$ cat config.mk
export PLATFORM = sky130hd
export DESIGN_NAME = instruction_fetch
export DESIGN_NICKNAME = d
export VERILOG_FILES = /design/src/rtl/instruction_fetch.sv
export SDC_FILE = /design/constraint.sdc
export NUM_CORES = 1
export LEC_CHECK = 0
export ABC_CLOCK_PERIOD_IN_PS = 1340
export CAP_MARGIN = 20
export CELL_PAD_IN_SITES_DETAIL_PLACEMENT = 0
export CELL_PAD_IN_SITES_GLOBAL_PLACEMENT = 1
export CORE_ASPECT_RATIO = 0.6
export CORE_MARGIN = 5
export CORE_UTILIZATION = 24
export CTS_CLUSTER_SIZE = 24
export DETAILED_ROUTE_END_ITERATION = 10
export GPL_ROUTABILITY_DRIVEN = 1
export GPL_TIMING_DRIVEN = 0
export HOLD_SLACK_MARGIN = 0.02
export PLACE_DENSITY_LB_ADDON = 0.05
export SETUP_SLACK_MARGIN = 0.3
export SLEW_MARGIN = 5
export SYNTH_ARGS = -nofsm -noshare
export SYNTH_HDL_FRONTEND = slang
export SYNTH_SLANG_ARGS = --single-unit
$ cat constraint.sdc
create_clock -name clk -period 1.34 [get_ports clk]
set_input_delay 0.268 -clock clk [delete_from_list [all_inputs] [get_ports clk]]
set_output_delay 0.268 -clock clk [all_outputs]
set_load 0.05 [all_outputs]
$ cat src/rtl/instruction_fetch.sv
// Instruction fetch/sequencer: owns the PC, fetches 8-bit opcodes over req/ack,
// holds them in the IR for the control unit and advances, jumps or halts on instDone.
module instruction_fetch #(
   parameter int                    ADDR_WIDTH = 8,
   parameter logic [ADDR_WIDTH-1:0] RESET_PC   = '0
) (
   input  logic                  clk,
   input  logic                  rst,
   output logic [ADDR_WIDTH-1:0] memAddr,
   output logic                  memReq,
   input  logic                  memAck,
   input  logic [7:0]            memData,
   output logic [7:0]            inst,
   output logic                  instValid,
   input  logic                  instDone,
   input  logic                  jump,
   input  logic [ADDR_WIDTH-1:0] jumpAddr,
   input  logic                  halt,
   output logic [ADDR_WIDTH-1:0] pc
);

   typedef enum logic [1:0] {FETCH, EXEC, HALTED} state_t;

   state_t                r_state;
   logic [ADDR_WIDTH-1:0] r_pc;
   logic [7:0]            r_ir;
   logic                  r_memReq;
   logic                  r_instValid;

   always_ff @(posedge clk) begin
      if (rst) begin
         r_state     <= FETCH;
         r_pc        <= RESET_PC;
         r_ir        <= 8'h00;
         r_memReq    <= 1'b0;
         r_instValid <= 1'b0;
      end else begin
         case (r_state)
            // An ack is taken even before memReq rises, so a late ack that
            // straddles a reset is accepted as the RESET_PC fetch.
            FETCH: begin
               if (memAck) begin
                  r_ir        <= memData;
                  r_instValid <= 1'b1;
                  r_memReq    <= 1'b0;
                  r_state     <= EXEC;
               end else begin
                  r_memReq    <= 1'b1;
               end
            end
            EXEC: begin
               if (instDone) begin
                  r_pc        <= jump ? jumpAddr : r_pc + ADDR_WIDTH'(1);
                  r_instValid <= 1'b0;
                  if (halt) begin
                     r_state  <= HALTED;
                     r_memReq <= 1'b0;
                  end else begin
                     r_state  <= FETCH;
                     r_memReq <= 1'b1;
                  end
               end
            end
            HALTED: begin
               r_memReq    <= 1'b0;
               r_instValid <= 1'b0;
            end
            default: begin
               r_state     <= FETCH;
               r_memReq    <= 1'b0;
               r_instValid <= 1'b0;
            end
         endcase
      end
   end

   assign memAddr   = r_pc;
   assign pc        = r_pc;
   assign memReq    = r_memReq;
   assign instValid = r_instValid;
   assign inst      = r_instValid ? r_ir : 8'h00;

endmodule

==> impl_results.md <==
- Status: complete, but fails checks
- Violated checks: setup timing
- Final WL: 3770 um
- FFs w/ async S/R, synth: 0%
- Reg-to-reg endpoint: memAddr[7]$_SDFFE_PP0P_
- Leakage: 0.953 nW
- Post-synth top flop: dfxtp_1
- Antenna cells: 0
- Min Hold Slack: ~500 ps
- WHS Path Cells: 2
- Worst Path Arrival: 1540 ps
- Peak VDD IR: 0.354 mV
- # port buffers: 47
- Final Hold Fails: 0
- Overall routing resource usage: 13.2%
- Worst slack, placed: -664 ps
- Crit Path Class: reg2reg
- RSZ-0062 raised after global routing: yes
- EDFF count, synth: 0
- Slew HR: between 70% and 80%
- Die Wd: 94.9 um
- Slowest CP cell: or4_1
- Synthesized area: ~1000 um2
- Worst Setup Start Kind: flop
- Worst hold path startpoint: r_ir[4]$_SDFFE_PP0P_
- Final WS setup: -63.2 ps
- Ports: 48
- Final instance count without filler cells: 258
- DR iter-0 viols: 90
- Core area: slightly above 4000 um2
- Clock power share: a little under a quarter
- Max-Cap Viols: 0
- Final setup violation count: 3
- Fmax: 713 MHz
- Clock Tree Root: clkbuf_8
- DRC: 0
- Synth-to-layout area growth: 120%
- Final period util: 105%
- Crit Path Max Fanout: 5
- Sequential element share of the synthesized area: ~39%
- Synthesis Warnings: 0
- Clk pin slew, worst setup/hold paths: around 70 ps
- Drt wl/cell: approximately 15 um
- CP Capture Type: flop
- Max Clock Skew: 1.84 ps
- Syn avg cell area: 8.57 um2
- Initial Util: 25.0%
- Final nets: 223
- Pwr Density: 733 nW/um2
- Largest net degree at the start of global routing: 11
- Mean number of vias per cell: 4.55
- Post-Synthesis Cells: 121
- CTS tree: done
- Clock latency at the later pin of the worst-skew pair: 260 ps
- R2R Path Start: r_state[0]$_SDFFE_PP0P_
- Count of unique library cells instantiated by Yosys: 31
- RePlAce Congestion: 0.734
- Net Sw Power: 0.525 mW
- Clk sinks: 20
- Register-to-register setup slack: -60 ps
- Mapped Nets: approximately 140
- Initial antenna violation count: 0
- Worst path required time: 1470 ps
- Site Rows: 18
- Hold Buf Count CTS: 0
- Crit path time final: between 1000 and 1500 ps
- Worst R2R Path Depth: 5
- WHS Endpoint: r_ir[4]$_SDFFE_PP0P_
- Total gr overflow: 0
- Fin. max-slew vios: 0
- Largest stage delay, worst path: 470 ps
- Die area: about 5800 um2
- ANT nets after route: 0
- Share of cells above drive strength 1: about three fifths
- Register share of total power: about 40%
- CTS Buffer Depth: 2
- Switching Fraction: 31.4%
- Cells after DPL: approximately 230
- First-pass GRT wire length: between 5000 and 6000 um
- Number of global-route vias before repair: 1119
- Worst-margin pin slew: 418 ps
- Worst hold path type: reg2reg
- Cell chain of the critical path: buf_6 > nand3b_4 > or4_1 > mux2i_1 > a2111oi_1
- Post-DP HPWL: 2340 um
- H-tree levels: 1
- CTS buffer count: 3
- Synthesis-stage register bit count: 20
- Pre-Repair DR Iteration Count: 4
- Logic pwr share: around 36%
- Die height: 60.9 um
- Internal power: around 1.1 mW
- Total number of vias: 1175
- Total power: 1.67 mW
-- through the flow --
| stage | TNS, ps | utilization [%] | instance area, um2 |
|---|---|---|---|
| finish | -72.7 | 55.0 | 2280 |
| global route | -521 | 55.0 | 2280 |
| CTS | -12.6 | 51.7 | 2140 |
| detailed placement | -12960 | 40.3 | 1670 |
| global placement | -12630 | 40.3 | 1670 |
| floorplan | -44.4 | - | 1120 |
-- state kept, by name, indices dropped and copies added, names as in the netlist --
| name | cells |
|---|---|
| memAddr | 8 |
| r_ir | 8 |
| r_state | 2 |
| instValid | 1 |
| memReq | 1 |
-- repair_timing --
item                                    4_1_cts  5_1_grt
endpoints found under the hold margin         0        0
setup buffers                                18        8
pin swaps                                    17       17
endpoints found under the setup margin       46       45
cloned                                        1        0
gates resized for setup                     256       21
-- kinds of logic after synthesis --
| kind of cell | Yosys count | share of synthesized area (%) |
|---|---|---|
| compound gates | 24 | 15.0 |
| simple gates | 48 | 24.2 |
| buf+inv | 16 | 9.29 |
| fa+ha+maj | 1 | 1.21 |
| flops | 20 | 38.6 |
| mux | 12 | 11.7 |
-- worst max-delay path: cells and delay by family, from the launching register on --
| kind | cells | cell delay (ps) |
|---|---|---|
| AOI/OAI and AO/OA | 1 | 110 |
| and+or+nand+nor | 2 | 550 |
| buffers and inverters | 1 | 110 |
| DFF | 1 | 320 |
| muxes | 1 | 180 |
-- area by class of cell --
cell class,count,area (um2)
fillers,376,1860
repair buffers,74,855
multi-input cells,85,691
flip-flops and latches,20,440
plain buffers,14,170
well taps,60,75.1
clock buffers,3,41.3
inverters,2,7.51
-- placed cells by master, fill, tap and decap left out, types with 3 or more instances in the layout --
master and instances:
clkdlybuf4s50_1 18, dfxtp_1 8, nor2_2 3, buf_4 16
a21oi_2 3, mux2i_1 11, and2_4 8, nand2_1 4
clkbuf_8 4, a21oi_1 4, buf_8 26, nand2_2 3
dfxtp_4 10, nand3_1 4, nor2_1 11, buf_6 22
-- power groups by stage --
stage	sequential [mW]	clock, mW	combinational [mW]
floorplan	0.720	0	0.203
global placement	0.677	0	0.404
detailed placement	0.679	0	0.407
CTS	0.662	0.408	0.559
global route	0.668	0.434	0.642
finish	0.661	0.401	0.609
-- worst max path at each step --
stage / startpoint / to / cells after the start
floorplan: memAddr[1]$_SDFFE_PP0P_ / memAddr[6]$_SDFFE_PP0P_ / 5
global placement: instDone / memAddr[7]$_SDFFE_PP0P_ / 5
detailed placement: instDone / memAddr[7]$_SDFFE_PP0P_ / 5
CTS: memAddr[3]$_SDFFE_PP0P_ / memAddr[7]$_SDFFE_PP0P_ / 4
global route: memAddr[4]$_SDFFE_PP0P_ / memAddr[7]$_SDFFE_PP0P_ / 4
finish: r_state[0]$_SDFFE_PP0P_ / memAddr[7]$_SDFFE_PP0P_ / 5
-- per-layer routing --
metal | GRT usage [%] | part of all wire, % | wire length (um)
met5 | 0 | 0 | 0
met4 | 2.46 | 0.72 | 27
met3 | 3.84 | 5.6 | 213
met2 | 21.9 | 48 | 1820
met1 | 17.4 | 45 | 1720
-- synth_stat cells (2+ instances only) --
cell	n	share of area, %
a2111oi_0	3	2.5
a211oi_1	2	1.4
a21oi_1	7	3.4
a31oi_1	2	1.2
and2_1	8	4.8
buf_2	2	0.97
buf_4	9	6.5
clkbuf_1	2	0.72
dfxtp_1	20	39
inv_1	2	0.72
mux2i_1	11	11
nand2_1	8	2.9
nand3_1	4	1.9
nor2_1	15	5.4
nor2b_1	2	1.2
nor3_1	4	1.9
o21ai_0	5	2.4
or3_1	2	1.2
No activity file was read; power rests on OpenSTA's default activity.
